--- config.mk ---
export PLATFORM = sky130hd
export DESIGN_NAME = mem_port_arbiter
export DESIGN_NICKNAME = d
export VERILOG_FILES = /design/src/rtl/mem_port_arbiter.sv
export SDC_FILE = /design/constraint.sdc
export NUM_CORES = 1
export LEC_CHECK = 0
export CAP_MARGIN = 20
export CORE_UTILIZATION = 40
export CTS_BUF_LIST = sky130_fd_sc_hd__clkbuf_16
export CTS_CLUSTER_SIZE = 8
export DETAILED_ROUTE_END_ITERATION = 10
export GPL_ROUTABILITY_DRIVEN = 0
export PLACE_DENSITY = 0.78
export RECOVER_POWER = 50
export SYNTH_ARGS = -nofsm -noshare
export SYNTH_HDL_FRONTEND = slang
export SYNTH_SLANG_ARGS = --single-unit
--- constraint.sdc ---
create_clock -name I_CLK -period 1.97 [get_ports I_CLK]
set_clock_uncertainty 0.15 [all_clocks]
set_input_delay 0.591 -clock I_CLK [delete_from_list [all_inputs] [get_ports I_CLK]]
set_output_delay 0.591 -clock I_CLK [all_outputs]
set_load 0.005 [all_outputs]
--- src/rtl/mem_port_arbiter.sv ---
`timescale 1ns/1ps
// mem_port_arbiter
// Shares one synchronous-RAM port between the fetch stage (read-only) and the
// load/store stage (read/write). Each access runs IDLE/RESP -> ISSUE -> WAIT
// (MEM_LAT cycles) -> RESP. Contested arbitration alternates owners
// round-robin. All outputs are registered.
module mem_port_arbiter #(
   parameter int ADDR_W  = 8,
   parameter int DATA_W  = 16,
   parameter int MEM_LAT = 1
) (
   input  logic              I_CLK,
   input  logic              I_RESET_N,
   // fetch port (read-only)
   input  logic              I_F_REQ,
   input  logic [ADDR_W-1:0] I_F_ADDR,
   output logic              O_F_GNT,
   output logic              O_F_VALID,
   output logic [DATA_W-1:0] O_F_RDATA,
   // load/store port
   input  logic              I_D_REQ,
   input  logic              I_D_WE,
   input  logic [ADDR_W-1:0] I_D_ADDR,
   input  logic [DATA_W-1:0] I_D_WDATA,
   output logic              O_D_GNT,
   output logic              O_D_VALID,
   output logic [DATA_W-1:0] O_D_RDATA,
   // memory macro port
   output logic              O_MEM_EN,
   output logic              O_MEM_WE,
   output logic [ADDR_W-1:0] O_MEM_ADDR,
   output logic [DATA_W-1:0] O_MEM_WDATA,
   input  logic [DATA_W-1:0] I_MEM_RDATA,
   output logic              O_BUSY
);

   localparam int CNT_W = $clog2(MEM_LAT + 1);

   typedef enum logic [1:0] {
      S_IDLE,
      S_ISSUE,
      S_WAIT,
      S_RESP
   } state_t;

   typedef enum logic {
      OWN_F,
      OWN_D
   } owner_t;

   state_t            state;
   state_t            state_nxt;
   owner_t            owner;       // owner of the current / most recent grant
   owner_t            owner_nxt;
   logic [CNT_W-1:0]  lat_cnt;     // WAIT cycles remaining, including the current one
   logic              cur_we;      // latched write enable of the access in flight
   logic              issue_nxt;   // an ISSUE cycle starts after this edge
   logic              last_wait;   // this is the final WAIT cycle; read data is on I_MEM_RDATA
   logic [ADDR_W-1:0] sel_addr;    // command address of the requester winning this edge
   logic              sel_we;      // write enable of the winner (fetch never writes)

   assign last_wait = (state == S_WAIT) && (lat_cnt == CNT_W'(1));
   assign issue_nxt = (state_nxt == S_ISSUE);
   assign sel_addr  = (owner_nxt == OWN_F) ? I_F_ADDR : I_D_ADDR;
   assign sel_we    = (owner_nxt == OWN_D) && I_D_WE;

   // Next state and round-robin arbitration at the edges that end IDLE or RESP
   always_comb begin
      // NOTE: defaults first so every path assigns every variable; otherwise latches are inferred.
      state_nxt = state;
      owner_nxt = owner;
      case (state)
         S_IDLE, S_RESP: begin
            if (I_F_REQ && I_D_REQ) begin
               state_nxt = S_ISSUE;
               owner_nxt = (owner == OWN_D) ? OWN_F : OWN_D;
            end else if (I_F_REQ) begin
               state_nxt = S_ISSUE;
               owner_nxt = OWN_F;
            end else if (I_D_REQ) begin
               state_nxt = S_ISSUE;
               owner_nxt = OWN_D;
            end else begin
               state_nxt = S_IDLE;
            end
         end
         S_ISSUE: state_nxt = S_WAIT;
         S_WAIT: begin
            if (last_wait) begin
               state_nxt = S_RESP;
            end
         end
         default: state_nxt = S_IDLE;
      endcase
   end

   // State, last-owner, latency counter and latched write enable
   always_ff @(posedge I_CLK or negedge I_RESET_N) begin
      if (!I_RESET_N) begin
         state   <= S_IDLE;
         owner   <= OWN_D;
         lat_cnt <= '0;
         cur_we  <= 1'b0;
      end else begin
         // NOTE: non-blocking so every register here samples the pre-edge values of the others.
         state <= state_nxt;
         owner <= owner_nxt;
         if (state == S_ISSUE) begin
            lat_cnt <= CNT_W'(MEM_LAT);
         end else if (state == S_WAIT) begin
            lat_cnt <= lat_cnt - CNT_W'(1);
         end
         if (issue_nxt) begin
            cur_we <= sel_we;
         end
      end
   end

   // Registered command, grant, valid and busy outputs for the cycle after this edge
   always_ff @(posedge I_CLK or negedge I_RESET_N) begin
      if (!I_RESET_N) begin
         O_MEM_EN    <= 1'b0;
         O_MEM_WE    <= 1'b0;
         O_MEM_ADDR  <= '0;
         O_MEM_WDATA <= '0;
         O_F_GNT     <= 1'b0;
         O_D_GNT     <= 1'b0;
         O_F_VALID   <= 1'b0;
         O_D_VALID   <= 1'b0;
         O_BUSY      <= 1'b0;
      end else begin
         O_MEM_EN    <= issue_nxt;
         O_MEM_WE    <= issue_nxt && sel_we;
         O_MEM_ADDR  <= issue_nxt ? sel_addr : '0;
         O_MEM_WDATA <= (issue_nxt && sel_we) ? I_D_WDATA : '0;
         O_F_GNT     <= issue_nxt && (owner_nxt == OWN_F);
         O_D_GNT     <= issue_nxt && (owner_nxt == OWN_D);
         O_F_VALID   <= (state_nxt == S_RESP) && (owner == OWN_F);
         O_D_VALID   <= (state_nxt == S_RESP) && (owner == OWN_D);
         O_BUSY      <= (state_nxt != S_IDLE);
      end
   end

   // Read-data capture at the end of the last WAIT cycle; writes leave both registers alone
   always_ff @(posedge I_CLK or negedge I_RESET_N) begin
      if (!I_RESET_N) begin
         O_F_RDATA <= '0;
         O_D_RDATA <= '0;
      end else if (last_wait && !cur_we) begin
         if (owner == OWN_F) begin
            O_F_RDATA <= I_MEM_RDATA;
         end else begin
            O_D_RDATA <= I_MEM_RDATA;
         end
      end
   end

endmodule
[Word-level counts from Yosys, hierarchy flattened]
Index checks and enable logic that the tools add are counted.
Word-level totals
  word-level logic and storage cells: 54
  output and inout bits: 63
  bits in registers: 68
  bits of input ports: 53
Cells by class
  $add $sub $neg: 1
  bitwise gates (word level): 2
  equal/unequal tests: 5
  mux-type cells: 15
  reduce and logical (&&, ||, !) cells: 16
Operator list (count)
  two-way mux 16 bit: 1
  two-way mux 8 bit: 2
  two-way mux 1 bit: 10
  logical AND 1 bit: 9
  == test 2 bit (second input constant): 3
  one-hot mux 2 bit (3 select lines): 1
  == test 2 x 1 -> 1 bit (second input constant): 2
  AND reduction 2 bit: 2
  nonzero test 2 bit: 2
  zero test 2 bit: 1
  two-way mux 2 bit: 1
  inverter 1 bit: 2
  OR reduction 2 bit: 1
  zero test 1 bit: 1
  subtractor 1 bit (second input constant): 1

[Depth between registers and ports, before layout]
Gate-level depths: netlist of the first run.
  word-level depth: 7
  mapped depth: 6
  mapped depth without buffers: 5

[Least setup slack after synthesis of the first run]
OpenSTA, ideal clock, no wires.
  path type: flip-flop to flip-flop
  start point: register state[0]
  end point: register O_F_RDATA[10]
  buffers on the path: 2
  slack: 0.284 ns
  stages on the path, launching flop included: 7
  setup time: 0.125 ns
  data required time: 1.695 ns
  clock period less this slack: 1.686 ns
  data arrival time: 1.410 ns
  cell sequence: dfrtp_1 > inv_1 > ha_1 > and4bb_1 > buf_6 > buf_8 > mux2_4
On the way
  word-level cells in the longest chain between the ends: 4
RTL lines
  start: declaration: line 51  | state_t state;
  start signal: assignment: line 106  | state <= state_nxt;
  == test 2 bit: line 62  | assign last_wait = (state == S_WAIT) && (lat_cnt == CNT_W'(1));
  logical AND 1 bit: line 62
  logical AND 1 bit: line 149  | end else if (last_wait && !cur_we) begin
  AND reduction 2 bit (no source line)
  end signal: assignment: line 147  | O_F_RDATA <= '0;
  end signal: assignment: line 151  | O_F_RDATA <= I_MEM_RDATA;
  end: declaration: line 19  | output logic [DATA_W-1:0] O_F_RDATA,
Every way passes these cells.
A chain may end at the register's enable or synchronous reset.

[Worst setup path in the final report of the first run]
  start point: register O_F_RDATA[10]
  end point: output port O_F_RDATA[10]
No word-level cell between the ends.

==> summary.md, run 1 <==
• area share of the largest cell type after synthesis: 65.43%
• post-synth design cell area: 2562 um^2
• number of remaining DRC errors: 0
• post-synthesis share of cell area spent on xor and xnor gates: 0%
• total number of H-tree levels: 3
• final count of hold timing violations: 0
• vias after detailed routing: 1,756
• clock tree from TritonCTS: done
• power density normalized to cell area: 1545 nW/um^2
• arrival time reported for the critical path endpoint: 1.18 ns
• cell internal power dissipation: 4.801 mW
• total power: 6.471 mW
• CTS Buffer Depth: 2
• synthesized-area fraction occupied by adder cells: 0.9766%
• die height: 82.04 um
• dominant cell type by area after synthesis: dfrtp_1
• warning count from the yosys run: 0
• most frequently used flop master after synthesis: dfrtp_1
• top cell family by delay on the critical path: buffers and inverters
• diode count: 0
• Starting Density: 42.28%
• result of the run: completed
• count of pins on the block boundary: 116
• drt first-iter violations: 49
• data required time at the worst endpoint: 1.23 ns
• least setup slack across all paths after layout: 0.05058 ns
• per-instance average area after synthesis: 14.56 um^2
• Final setup viols: 0
• instance area at placement: 3850 um^2
• worst hold path type: in2async
• Seq/Total Area, Yosys: 66.46%
• pin count of the biggest net entering global routing: 27
• Static Leak: 1.875 nW
• wire length per cell: 13.80 um
• area of the core: 6061 um^2
• Gate Count Post-Synth: 176
• combinational family with the most area after synthesis: multiplexers
• mux cell area share after synthesis: 15.92%
• number of distinct library cell variants in the gate-level netlist after synthesis: 28
• Final HPWL DP: 3829 um
• number of max-slew violations in the final report: 0
• FILL cells: 457
• routed wire length: 5270 um
• wire length of the first global-routing pass: 8031 um
• ratio of routed vias to standard cells: 4.597
• clock root buffer: clkbuf_16
• full die area: 6731 um^2
• clock tree sinks: 68
• proportion of power drawn by flip-flops and latches: 34.6%
• CTS buffer count: 9
• NumNets Final: 357
• switching power summed over all nets: 1.670 mW
• #FFs+latches synth: 68
• all-layer global routing usage: 16.98%
• worst slack at placement: -0.04908 ns
• slew at the pin closest to its max-slew limit: 1.123 ns
• setup repair after global routing missed its margin: no
• largest incremental delay on the critical path: 0.52 ns
• most area-consuming cells after synthesis: dfrtp_1, mux2_1, mux2_4
• net count of the mapped netlist: 231
• maximum fanout count along the critical path: 2
• sequential standard cell area: 1703 um^2
• Period Utilization, post-route: 97.43%
• Setup Crit Path Kind: reg2out
• max_slew headroom: 25.16%
• antenna violations before repair: 0
• Row Count: 28
• Switching Share: 25.81%
• multi-input combinational cell area: 767.0 um^2
• part of the power in combinational logic: 35.8%
• clock-pin slew of the registers on the worst-case setup and hold paths: 0.05 ns
• VDD IR-drop max: 1206 uV
• # hold bufs at CTS: 0
• highest clock rate: 521.0 MHz
• fraction of power consumed by the clock network: 29.6%
• proportion of register bits with asynchronous set or reset after synthesis: 100.0%
• Worst setup SP type: flip-flop
• Final Cell Area: 4189 um^2
• CP max stage cell: clkdlybuf4s50_1
• share of synthesized cell area in and, or, nand and nor gates: 9.619%
• via count of the first global-routing pass: 1,716
• fraction of final layout cells with drive strength greater than 1: 11.07%
• number of iterations in the first detailed-routing pass: 4
• number of enable flip-flop cells after synthesis: 0
• input/output buffers: 115
• growth of design area from synthesis to finish: 63.48%
• critical path capture point type: output pin
• chain of cells forming the critical path: clkdlybuf4s50_1
• critical path buffer and inverter count: 1
• shortest clock period the worst path allows after layout: 1.919 ns
• antenna-violating nets left: 0
• number of violations of the max-capacitance limit: 0
• clock insertion delay at the later pin of the skew report: 0.32 ns
• total overflow reported by the global router: 0
• fin util: 69.12%
• width of the die: 82.04 um
• share of the synthesized area in compound gates (AO/OA/AOI/OAI): 3.711%
[worst paths after layout]
check / startpoint / to / slack (ns) / cells past startpoint
worst min-delay path: I_RESET_N / O_D_RDATA[7] / 0.32 / 1
worst max register to register: state[0] / O_F_RDATA[5] / 0.22 / 5
worst min register to register: O_F_RDATA[0] / O_F_RDATA[0] / 0.33 / 1
worst max-delay path: O_F_RDATA[10] / O_F_RDATA[10] / 0.05 / 1
max in group asynchronous: I_RESET_N / owner / 0.28 / 2
min in group I_CLK: O_F_RDATA[0] / O_F_RDATA[0] / 0.33 / 1
[through the flow]
step	cells	TNS, ns	hold WS, ns
final	382	0	0.3182
after global routing	382	0	0.3540
after CTS	382	0	0.09670
after detailed placement	366	-0.5835	0.3290
after global placement	366	-0.3970	0.3207
after floorplan	176	0	0.1454
[logic make-up (layout without fill, tap and decap cells)]
family | after synthesis | count (layout)
buffers and inverters | 14 | 145
AOI/OAI and AO/OA | 15 | 15
and+or+nand+nor | 44 | 44
muxes | 33 | 33
adders and majority gates | 2 | 2
DFF | 68 | 68
[metal layers]
metal  part of all wire (%)  vias to the layer above  wire length (um)  GRT usage (%)
li1                       -                      838                 -              -
met1                     37                      828              1965          17.73
met2                     51                       82              2692          29.09
met3                     10                        8               540          8.222
met4                    1.4                        0                72          6.842
met5                      0                        -                 0              0
[placed cells by master (no fill, tap or decap)]
cell             instances
clkbuf_4                 1
inv_1                    6
clkinv_1                 1
a21o_1                   1
clkbuf_1                 2
dfstp_2                  1
ha_1                     2
o211ai_1                 1
o21ai_0                  1
dlygate4sd3_1            1
mux2_4                  10
clkdlybuf4s50_1        106
nand4b_4                 1
bufinv_16                4
mux2i_1                  1
a21oi_1                  2
buf_12                   3
and2_1                  16
and4bb_1                 1
nand2_1                 19
and3_1                   1
a21bo_1                  1
dfrtp_1                 67
clkbuf_16                9
mux2_1                  22
clkdlybuf4s25_1          7
or3_1                    1
nor2_1                   5
o21ai_1                  1
o22ai_1                  8
buf_4                    3
clkinvlp_4               2
[what timing repair did]
item | in CTS | in global routing
resized for setup | 0 | 7
buffers inserted | 0 | 0
endpoints found under the setup margin | 0 | 7
[state kept, by name (all words and copies together) (netlist names)]
name,count
O_BUSY,1
O_D_GNT,1
O_D_RDATA,16
O_D_VALID,1
O_F_GNT,1
O_F_RDATA,16
O_F_VALID,1
O_MEM_ADDR,8
O_MEM_EN,1
O_MEM_WDATA,16
O_MEM_WE,1
cur_we,1
lat_cnt,1
owner,1
state,2
[synthesized netlist by cell type, types with 2 or more instances]
cell,count
a21oi_1,2
and2_1,16
buf_2,2
buf_6,2
clkbuf_1,2
dfrtp_1,67
ha_1,2
inv_1,5
mux2_1,22
mux2_4,10
nand2_1,19
nor2_1,4
o22ai_1,8
[cell type report]
| type | count | area share [%] |
|---|---|---|
| clock buffer | 9 | 5.376 |
| clock inverter | 7 | 3.315 |
| inverter | 6 | 0.5376 |
| multi-input combinational | 94 | 18.31 |
| sequential | 68 | 40.65 |
| tap | 75 | 2.240 |
| timing repair buffer | 123 | 29.57 |
[power by group through the flow]
stage | Sequential (mW) | Clock [mW] | Combinational [mW]
detailed placement | 2.26 | 0 | 2.39
global route | 2.31 | 2.03 | 2.54
CTS | 2.24 | 1.95 | 2.41
finish | 2.24 | 1.91 | 2.32
global placement | 2.23 | 0 | 2.35
floorplan | 2.27 | 0 | 1.00
Power figures use the tool's default switching activity.
==> run 2, diff against run 1 <==
Settings changed: CORE_ASPECT_RATIO set to 1.1.
==> summary.md, run 2 (synthesis results as in run 1) <==
• result of the run: completed
• number of iterations in the first detailed-routing pass: 3
• leading cell type in the layout, fill and taps excluded: clkdlybuf4s50_1
• FILL cells: 500
• pin count of the biggest net entering global routing: 27
• Top Registers: O_D_RDATA (16), O_F_RDATA (16), O_MEM_WDATA (16)
• NumNets Final: 356
• CTS Buffer Depth: 2
• diode count: 0
• wire length per cell: 13.99 um
• Final setup viols: 0
• setup repair after global routing missed its margin: no
• register-to-register setup slack: 0.17 ns
• full die area: 6731 um^2
• clock-pin slew of the registers on the worst-case setup and hold paths: 0.05 ns
• total number of H-tree levels: 3
• Row Count: 30
• Setup Crit Path Kind: reg2out
• arrival time reported for the critical path endpoint: 1.18 ns
• Hold Path Origin: O_F_RDATA[7]
• max_slew headroom: 20.06%
• FF-to-FF path depth: 5
• Worst setup SP type: flip-flop
• number of remaining DRC errors: 0
• die height: 85.95 um
• Reg2Reg Launch Point: state[0]
• worst hold path type: reg2reg
• antenna violations before repair: 0
• critical path capture point type: output pin
• chain of cells forming the critical path: clkdlybuf4s50_1
• Starting Density: 41.37%
• drt first-iter violations: 50
• R2R Path End: O_F_RDATA[15]
• shortest clock period the worst path allows after layout: 1.925 ns
• count of pins on the block boundary: 116
• all-layer global routing usage: 17.40%
• width of the die: 78.32 um
• number of cells in the design after placement: 370
• number of violations of the max-capacitance limit: 0
• wire length of the first global-routing pass: 8749 um
• largest incremental delay on the critical path: 0.51 ns
• slew at the pin closest to its max-slew limit: 1.199 ns
• hold path cells: 1
• most frequent cells in the layout: clkdlybuf4s50_1, dfrtp_1, mux2_1, nand2_1, and2_1
• CTS buffer count: 9
• clock tree sinks: 68
• total overflow reported by the global router: 0
• data required time at the worst endpoint: 1.23 ns
• routed wire length: 5399 um
• maximum fanout count along the critical path: 2
• Total Negative Setup Slacks: 0 ns
• fraction of final layout cells with drive strength greater than 1: 8.497%
• critical path buffer and inverter count: 1
• via count of the first global-routing pass: 1,814
• ratio of routed vias to standard cells: 4.609
• power density normalized to cell area: 1468 nW/um^2
• hold worst-path end: O_F_RDATA[7]
• final count of hold timing violations: 0
• CP max stage cell: clkdlybuf4s50_1
• clock root buffer: clkbuf_16
• Static Leak: 1.822 nW
• number of max-slew violations in the final report: 0
• area of the core: 6193 um^2
• final cell count without fillers: 386
• input/output buffers: 115
• Period Utilization, post-route: 97.70%
• antenna-violating nets left: 0
• clock tree from TritonCTS: done
• top cell family by delay on the critical path: buffers and inverters
• clock insertion delay at the later pin of the skew report: 0.32 ns
• VDD IR-drop max: 671.8 uV
• growth of design area from synthesis to finish: 59.57%
• instance area at placement: 3849 um^2
• highest clock rate: 519.6 MHz
• vias after detailed routing: 1,779
• Final Cell Area: 4089 um^2
• Final HPWL DP: 3934 um
run 2: cell types whose count changed in the layout (fill, tap and decap cells not counted), sizes merged:
cell | before | now
clkdlybuf4s50 | 106 | 112
clkbuf | 12 | 13
bufinv | 4 | 1
buf | 6 | 4
clkdlybuf4s25 | 7 | 1
clkinv | 1 | 4
run 2: where the power goes:
part	switching (mW)	internal, mW	leakage (nW)
combinational	0.850	1.40	0.829
clock	0.563	0.971	0.139
sequential	0.262	1.96	0.854
total	1.67	4.33	1.82
run 2: repair_timing:
item	CTS	global route
setup endpoints to repair	0	1
resized for setup	0	1
hold buffers	0	0
setup buffers	0	0
run 2: worst max path at each step:
stage | start | to | slack, ns | cells past startpoint
finish | O_F_RDATA[15] | O_F_RDATA[15] | 0.05 | 1
CTS | O_F_RDATA[15] | O_F_RDATA[15] | 0.02 | 1
floorplan | state[0] | O_F_RDATA[10] | 0.28 | 6
global placement | I_D_REQ | O_MEM_WDATA[13] | -0.02 | 5
detailed placement | I_D_REQ | O_MEM_WDATA[7] | -0.04 | 5
global route | O_F_RDATA[8] | O_F_RDATA[8] | 0.01 | 1
run 2: stage by stage:
step / util, % / hold slack, ns / worst slack, ns / power, mW
2_1_floorplan: - / 0.1454 / 0.2845 / 3.272
3_3_place_gp: 62.14 / 0.3183 / -0.02145 / 4.585
3_5_place_dp: 62.14 / 0.3294 / -0.04104 / 4.661
4_1_cts: 66.87 / 0.09373 / 0.02182 / 6.237
5_1_grt: 66.02 / 0.3509 / 0.01140 / 6.385
6_report: 66.02 / 0.3318 / 0.04530 / 6.003
run 2: cell type report:
cell class | instances | area (um^2) | area share (%)
Sequential cell | 68 | 1703 | 41.65
Timing Repair Buffer | 122 | 1230 | 30.08
Multi-Input combinational cell | 94 | 740.7 | 18.12
Clock buffer | 9 | 225.2 | 5.508
Tap cell | 80 | 100.1 | 2.448
Clock inverter | 7 | 67.56 | 1.652
Inverter | 6 | 22.52 | 0.5508
run 2: layer usage:
layer  global-route usage [%]  part of all wire, %
met5                        0                    0
met4                    8.081                  1.5
met3                    7.021                  8.8
met2                    29.11                   51
met1                    19.39                   38
==> run 3, diff against run 2 <==
Clock period 1.97 ns to 1.8 ns, I/O delays scaled along.
==> summary.md, run 3 (synthesis results as in run 1) <==
• number of violations of the max-capacitance limit: 0
• die height: 85.95 um
• FF-to-FF path depth: 5
• antenna-violating nets left: 0
• full die area: 6731 um^2
• Hold Path Origin: O_F_RDATA[2]
• shortest clock period the worst path allows after layout: 1.713 ns
• data required time at the worst endpoint: 1.90 ns
• leading cell type in the layout, fill and taps excluded: dfrtp_1
• input/output buffers: 115
• NumNets Final: 362
• Row Count: 30
• ratio of routed vias to standard cells: 4.633
• register-to-register setup slack: 0.12 ns
• maximum fanout count along the critical path: 18
• Starting Density: 41.37%
• vias after detailed routing: 1,816
• power density normalized to cell area: 1536 nW/um^2
• global-route met1 utilization: 19.44%
• clock insertion delay at the later pin of the skew report: 0.32 ns
• worst hold path type: reg2reg
• result of the run: completed
• FILL cells: 520
• most frequent cells in the layout: dfrtp_1, dlygate4sd2_1, clkdlybuf4s50_1, mux2_1, nand2_1
• # hold bufs at CTS: 0
• Static Leak: 2.030 nW
• total overflow reported by the global router: 0
• total power: 6.193 mW
• all-layer global routing usage: 17.39%
• total number of H-tree levels: 3
• fraction of met2 tracks used by global routing: 30.70%
• number of max-slew violations in the final report: 0
• final cell count without fillers: 392
• clock root buffer: clkbuf_16
• fin util: 65.11%
• routed wire length: 5288 um
• number of iterations in the first detailed-routing pass: 2
• setup repair after global routing missed its margin: no
• diode count: 0
• max_slew headroom: 23.68%
• width of the die: 78.32 um
• area of the core: 6193 um^2
• Final setup viols: 0
• WHS: 0.3327 ns
• antenna violations before repair: 0
• arrival time reported for the critical path endpoint: 1.82 ns
• fraction of final layout cells with drive strength greater than 1: 13.14%
• growth of design area from synthesis to finish: 57.37%
• Reg2Reg Launch Point: state[0]
• wire length per cell: 13.49 um
• pin count of the biggest net entering global routing: 49
• Final HPWL DP: 3750 um
• clock tree sinks: 68
• number of remaining DRC errors: 0
• drt first-iter violations: 38
• met3 track utilization from global routing: 4.468%
• Top Registers: O_D_RDATA (16), O_F_RDATA (16), O_MEM_WDATA (16)
• Worst setup SP type: input pin
• highest clock rate: 583.8 MHz
• final count of hold timing violations: 0
• number of cells in the design after placement: 373
• Period Utilization, post-route: 95.16%
• CTS Buffer Depth: 2
• critical path capture point type: flip-flop
• hold worst-path end: O_F_RDATA[2]
• hold path cells: 1
• clock tree from TritonCTS: done
• Setup Crit Path Kind: in2reg
• VDD IR-drop max: 718.1 uV
• R2R Path End: O_F_RDATA[4]
• via count of the first global-routing pass: 1,937
• GRT busiest layer: met2
• wire length of the first global-routing pass: 8942 um
• slew at the pin closest to its max-slew limit: 1.145 ns
• count of pins on the block boundary: 116
• clock-pin slew of the registers on the worst-case setup and hold paths: 0.05 ns
• CTS buffer count: 9
• Total Negative Setup Slacks: 0 ns
-- run 3: cell types whose count changed in the layout (fill, tap and decap cells not counted), moves of 2 or more --
| cell | previous run | this run |
|---|---|---|
| dlygate4sd2_1 | 0 | 63 |
| clkinv_2 | 2 | 6 |
| clkinvlp_4 | 2 | 0 |
| buf_4 | 1 | 7 |
| mux2_4 | 1 | 10 |
| mux2_1 | 31 | 22 |
| clkdlybuf4s50_1 | 112 | 50 |
-- run 3: worst max path at each step --
stage / startpoint / endpoint / slack (ns) / cells past startpoint
CTS: state[0] / O_F_RDATA[4] / 0.06 / 5
floorplan: state[0] / O_F_RDATA[10] / 0.11 / 6
global route: I_F_REQ / O_MEM_WDATA[12] / 0.02 / 5
finish: I_F_REQ / O_MEM_WDATA[12] / 0.09 / 5
global placement: I_D_REQ / O_MEM_WDATA[13] / -0.14 / 5
detailed placement: I_D_REQ / O_MEM_WDATA[1] / -0.16 / 5
-- run 3: layer usage --
metal,wire [um],part of all wire (%)
met1,2183,41
met3,351,6.6
met5,0,0
met4,87,1.6
met2,2665,50
-- run 3: final cells by class --
class,instances,area [um^2],share of cell area (%)
multi-input cells,94,768.2,19.05
well taps,80,100.1,2.482
inverters,6,22.52,0.5585
clock buffers,9,225.2,5.585
repair buffers,128,1180,29.26
clock inverters,7,33.78,0.8377
flip-flops and latches,68,1703,42.23
-- run 3: what timing repair did --
item / CTS / global route
endpoints found under the setup margin: 63 / 2
setup buffers: 3 / 0
endpoints found under the hold margin: 0 / 0
gates resized for setup: 63 / 1
-- run 3: stage by stage --
stage | cell area, um^2 | setup WS, ns
2_1_floorplan | 2562 | 0.1145
3_5_place_dp | 3871 | -0.1602
3_3_place_gp | 3871 | -0.1379
5_1_grt | 4033 | 0.01902
6_report | 4033 | 0.08703
4_1_cts | 4074 | 0.05612
-- run 3: where the power goes --
group / internal [mW] / switching, mW / total (mW)
clock network: 0.909 / 0.582 / 1.49
logic: 1.34 / 0.948 / 2.29
registers: 2.15 / 0.266 / 2.41
total: 4.40 / 1.80 / 6.19
-- run 3: critical path, cell delays in order --
cell           delay (ns)
dlygate4sd3_1        0.61
a21bo_1              0.26
nor2_4               0.13
buf_12               0.14
and2_1               0.13
